==> config.mk <==
export PLATFORM = sky130hd
export DESIGN_NAME = rv_reverse_delay_line
export DESIGN_NICKNAME = d
export VERILOG_FILES = /design/src/rtl/rv_reverse_delay_line.sv
export SDC_FILE = /design/constraint.sdc
export NUM_CORES = 1
export LEC_CHECK = 0
export ABC_AREA = 1
export BUFFER_PORTS_ARGS = -buffer_cell sky130_fd_sc_hd__buf_2
export CELL_PAD_IN_SITES_DETAIL_PLACEMENT = 1
export CELL_PAD_IN_SITES_GLOBAL_PLACEMENT = 1
export CORE_UTILIZATION = 38
export DETAILED_ROUTE_END_ITERATION = 12
export GPL_TIMING_DRIVEN = 1
export PLACE_DENSITY = 0.79
export SLEW_MARGIN = 20
export SYNTH_ARGS = -nofsm -noshare
export SYNTH_HDL_FRONTEND = slang
export SYNTH_SLANG_ARGS = --single-unit
==> constraint.sdc <==
create_clock -name clock_port -period 1.5 [get_ports clock_port]
set_input_delay 0.3 -clock clock_port [delete_from_list [all_inputs] [get_ports clock_port]]
set_output_delay 0.3 -clock clock_port [all_outputs]
set_load 0.005 [all_outputs]
==> src/rtl/rv_reverse_delay_line.sv <==
// rv_reverse_delay_line: chain of STAGES skid buffers that register the ready path
// and pass data/valid straight through. Optional fill level: RV_REVERSE_DELAY_LINE_LEVEL_EN.
module rv_reverse_delay_line #(
    parameter int DATA_WIDTH = 8,
    parameter int STAGES     = 4
) (
    input  logic                  clock_port,
    input  logic                  reset_port,
    input  logic [DATA_WIDTH-1:0] input_port_data,
    input  logic                  input_port_valid,
    output logic                  input_port_ready,
    output logic [DATA_WIDTH-1:0] output_port_data,
    output logic                  output_port_valid,
    input  logic                  output_port_ready
`ifdef RV_REVERSE_DELAY_LINE_LEVEL_EN
    ,
    output logic [$clog2(STAGES+1)-1:0] fill_level,
    output logic                        full_flag
`endif
);

    typedef enum logic {
        ST_EMPTY = 1'b0,
        ST_FULL  = 1'b1
    } stage_state_e;

    stage_state_e          state_q     [STAGES];
    stage_state_e          state_d     [STAGES];
    logic [DATA_WIDTH-1:0] skid_data_q [STAGES];
    logic [DATA_WIDTH-1:0] skid_data_d [STAGES];

    logic [STAGES-1:0]     skid_v;
    logic [STAGES:0]       vld;
    logic [STAGES:0]       rdy;
    logic [DATA_WIDTH-1:0] dat [STAGES+1];

    // Skid occupancy decoded from each stage's state flop.
    always_comb begin
        for (int k = 0; k < STAGES; k++) begin
            skid_v[k] = (state_q[k] == ST_FULL);
        end
    end

    // Forward valid/data ripple through; each stage's ready is its own flop.
    always_comb begin
        vld[0]      = input_port_valid;
        dat[0]      = input_port_data;
        rdy[STAGES] = output_port_ready;
        for (int k = 0; k < STAGES; k++) begin
            rdy[k]   = ~skid_v[k];
            vld[k+1] = vld[k] | skid_v[k];
            dat[k+1] = skid_v[k] ? skid_data_q[k] : dat[k];
        end
    end

    assign input_port_ready  = rdy[0];
    assign output_port_valid = vld[STAGES];
    assign output_port_data  = dat[STAGES];

    // Per-stage next state: capture when blocked downstream, release when drained.
    always_comb begin
        for (int k = 0; k < STAGES; k++) begin
            state_d[k]     = state_q[k];
            skid_data_d[k] = skid_data_q[k];
            unique case (state_q[k])
                ST_EMPTY: begin
                    if (vld[k] && !rdy[k+1]) begin
                        state_d[k]     = ST_FULL;
                        skid_data_d[k] = dat[k];
                    end
                end
                ST_FULL: begin
                    if (rdy[k+1]) begin
                        state_d[k] = ST_EMPTY;
                    end
                end
                default: state_d[k] = ST_EMPTY;
            endcase
        end
    end

    // Stage state and skid payload registers.
    always_ff @(posedge clock_port or negedge reset_port) begin
        if (!reset_port) begin
            for (int k = 0; k < STAGES; k++) begin
                state_q[k]     <= ST_EMPTY;
                skid_data_q[k] <= '0;
            end
        end else begin
            for (int k = 0; k < STAGES; k++) begin
                state_q[k]     <= state_d[k];
                skid_data_q[k] <= skid_data_d[k];
            end
        end
    end

`ifdef RV_REVERSE_DELAY_LINE_LEVEL_EN
    localparam int LW = $clog2(STAGES+1);

    logic [STAGES-1:0] cap;
    logic [STAGES-1:0] rel;
    logic [LW-1:0]     level_q;
    logic [LW-1:0]     level_d;
    int                lvl;

    // Per-stage capture and release events feeding the occupancy counter.
    always_comb begin
        for (int k = 0; k < STAGES; k++) begin
            cap[k] = vld[k] & ~skid_v[k] & ~rdy[k+1];
            rel[k] = skid_v[k] & rdy[k+1];
        end
    end

    // Net occupancy change this cycle, clamped to the chain depth.
    always_comb begin
        lvl = int'(level_q);
        for (int k = 0; k < STAGES; k++) begin
            if (cap[k]) lvl = lvl + 1;
            if (rel[k]) lvl = lvl - 1;
        end
        if (lvl > STAGES) lvl = STAGES;
        if (lvl < 0) lvl = 0;
        level_d = LW'(lvl);
    end

    // Occupancy counter register.
    always_ff @(posedge clock_port or negedge reset_port) begin
        if (!reset_port) begin
            level_q <= '0;
        end else begin
            level_q <= level_d;
        end
    end

    assign fill_level = level_q;
    assign full_flag  = (level_q == LW'(STAGES));
`endif

endmodule
==> impl_metrics.yaml <==
route:
  finalWirelength_um: 5730
  antenna_left: 0
  drtPass1Iterations: 4
  drt_iter0_markers: 127
  num_vias: 1774
  avgViaCountPerCell: 4.93
  drc: 0
  wl_per_cell_um: 15.9
final_layout:
  layout-drive-gt1-share_pct: 38.2
  mostFrequentLayoutCell: "nand2_1"
  syn2layout_area_growth_pct: 31.1
  multiInputGateArea_sq_um: 981
  fin_area_sq_um: 2560
  diodes: 0
  mostFrequentLayoutCells: "nand2_1 (74), dfrtp_1 (33), buf_2 (21), buf_4 (21), nand3_2 (18)"
  n_fill_cell: 592
  area.sequential_sq_um: 905
  nets: 304
worst_setup_path:
  rr_worst_depth: 11
  criticalPathCategory: "flop to primary output"
  cp-start-kind: "flop"
  rr_startpoint: "skid_v[0]$_DFF_PN0_"
  crit_arrival_ns: 1.47
  rrSetupSlack_ns: -0.21
  critPathBufInv: 2
  cp_common_cell: "nand3_2"
  end_kind: "primary output"
  crit_path_max_fanout: 6
  crit_slowest_cell: "dfrtp_2"
  slowest_delay_ns: 0.49
  rr_endpoint: "skid_v[2]$_DFF_PN0_"
  critical-path-top-delay-family: "flip-flops"
  worstSetupPathDepth: 7
  required_ns: 1.20
  cp_cell_sequence: "buf_6, nand2_2, nand3_2, nand3_2, nand3_1, nand2_1, buf_2"
sta:
  setup_viol_count_final: 18
  post-route-period-util_pct: 118
  holdWs_ns: 0.195
  worst_pin_slew_ns: 0.431
  min_period_ns: 1.77
  max_freq_mhz: 564
  slew_viol_final: 0
  maxSlewHeadroom_pct: 71.3
  grt_setup_unrepaired: "true"
  clock_skew_ns: 0.0124
  report.final.hold_viol_count: 0
  setup_ws_ns: -0.272
synth:
  async_flop_share_pct: 100
  yosysSeqAreaShare_pct: 46.0
  yosysWarnings: 0
  synthFlopType: "dfrtp_1"
  avgSynthCellArea_sq_um: 7.86
  synthDistinctLibCells: 23
  synth_area_sq_um: 1960
  synth_area_leaders: "dfrtp_1 (46%), nand2_1 (16%), nand3_1 (8.4%), buf_6 (4.0%), inv_1 (3.6%)"
  syn_inst: 249
  ys_ff_latch: 36
  post-synth-top-area-fraction_pct: 46.0
  synth-edff-count: 0
  yosys.area.top_type: "dfrtp_1"
  syn_nets: 261
clock_network:
  clk_pin_slew_ns: 0.08
  root_buffer: "clkbuf_8"
  clock-sinks: 36
  htree_levels: 2
  clock_path_buffers: 2
  numCtsBuffers: 5
  insertion_delay_ns: 0.30
  cts_tree: "yes"
worst_hold_path:
  hp-start: "output_port_ready"
  hold_depth: 2
  hp-class: "primary input to flop"
  min_delay_worst_endpoint: "skid_v[3]$_DFF_PN0_"
floorplanning:
  ioPinCount: 22
  start_util_pct: 40.4
  die_w_um: 73.8
  coreArea_sq_um: 4850
  row_count: 25
  dieArea_sq_um: 5440
  die_h_um: 73.8
power:
  p_total_mw: 4.93
  peakVddDrop_mv: 0.818
  p_leak_nw: 1.30
  power.density_nw_per_um2: 1920
global_route:
  grt_pass1_wl_um: 8640
  met3_usage_pct: 5.35
  first_global_vias: 1822
  grt_use_total_pct: 21.8
  grt_antenna_before_repair: 0
  grtUsageMet2_pct: 37.8
  busiest_layer: "met2"
  grt_max_degree: 21
  overflow: 0
  met1_usage_pct: 26.0
placed_design:
  portBuffers: 21
  gp_congestion: 0.736
  hpwlAfterDp_um: 3320
  preCtsSetupSlack_ns: 0.0121
  place_area_sq_um: 2110
run_status:
  outcome: "finished with violations"
  failed_checks: "negative setup slack"
flow_run:
  max-cap-violations: 0
==> worst register-to-register path: stages (launching register included) <==
cell	delay (ns)
dfrtp_2	0.48
buf_4	0.17
nor2_4	0.04
nand3_2	0.07
inv_2	0.05
buf_4	0.13
buf_4	0.12
buf_4	0.12
buf_4	0.12
buf_4	0.12
buf_4	0.12
nor2_1	0.11
==> cells by family after synthesis <==
group / count (synthesis) / synth area share, %
AO/OA/AOI/OAI: 26 / 7.42
buffers and inverters: 40 / 12.1
AND/OR/NAND/NOR: 147 / 34.4
flip-flops: 36 / 46.0
==> stage by stage <==
| step | util, % | setup TNS, ns | instances |
|---|---|---|---|
| final | 52.9 | -2.72 | 360 |
| after global routing | 52.9 | -4.31 | 360 |
| after CTS | 49.9 | -2.00 | 349 |
| after detailed placement | 43.6 | 0 | 330 |
| after global placement | 43.6 | 0 | 330 |
| after floorplan | - | 0 | 249 |
==> worst max path at each step <==
stage,from,endpoint
after global routing,skid_v[0]$_DFF_PN0_,output_port_data[2]
after detailed placement,skid_v[0]$_DFF_PN0_,output_port_data[3]
final,skid_v[0]$_DFF_PN0_,output_port_data[2]
after floorplan,skid_v[2]$_DFF_PN0_,output_port_data[7]
after global placement,skid_v[0]$_DFF_PN0_,output_port_data[3]
after CTS,skid_v[0]$_DFF_PN0_,output_port_data[3]
==> power by group <==
part | total (mW) | internal, mW | leakage [nW] | switching [mW]
clock network | 0.744 | 0.375 | 0.0455 | 0.368
registers | 1.70 | 1.41 | 0.435 | 0.290
logic | 2.49 | 1.11 | 0.823 | 1.38
total | 4.93 | 2.90 | 1.30 | 2.04
==> cell type report <==
type	instances	share of cell area [%]
Clock buffer	8	3.51
Inverter	22	3.85
Multi-Input combinational cell	174	38.2
Sequential cell	36	35.3
Tap cell	67	3.27
Timing Repair Buffer	50	15.1
Timing Repair inverter	3	0.780
==> flip-flops by register name (all words and copies together) (netlist names) <==
name	count
skid_data_q	32
skid_v	4
==> Yosys cell counts (2+ instances only) <==
library cell  instances
or2_2                 8
o21ai_0              14
buf_4                 8
nand3_1              33
nor2_1               11
and2_1                3
dfrtp_1              36
and2_0                5
inv_1                19
inv_2                 2
a21oi_2               2
nand2_1              82
buf_2                 2
a21oi_1               7
nand3_2               2
buf_6                 7
o21ai_2               2
==> layer usage <==
| layer | part of all wire [%] | vias to the layer above |
|---|---|---|
| met1 | 44 | 869 |
| met2 | 52 | 29 |
| met3 | 2.8 | 10 |
| met4 | 2.0 | 0 |
| li1 | - | 866 |
| met5 | 0 | - |
==> timing repair <==
action                                  4_1_cts  5_1_grt
hold buffers                                  1        0
gates cloned                                  0        5
pin swaps                                     6        2
buffers inserted                             10        6
endpoints found under the hold margin        16        0
gates resized for setup                      28       24
endpoints found under the setup margin        9       20
Power figures use the tool's default switching activity.
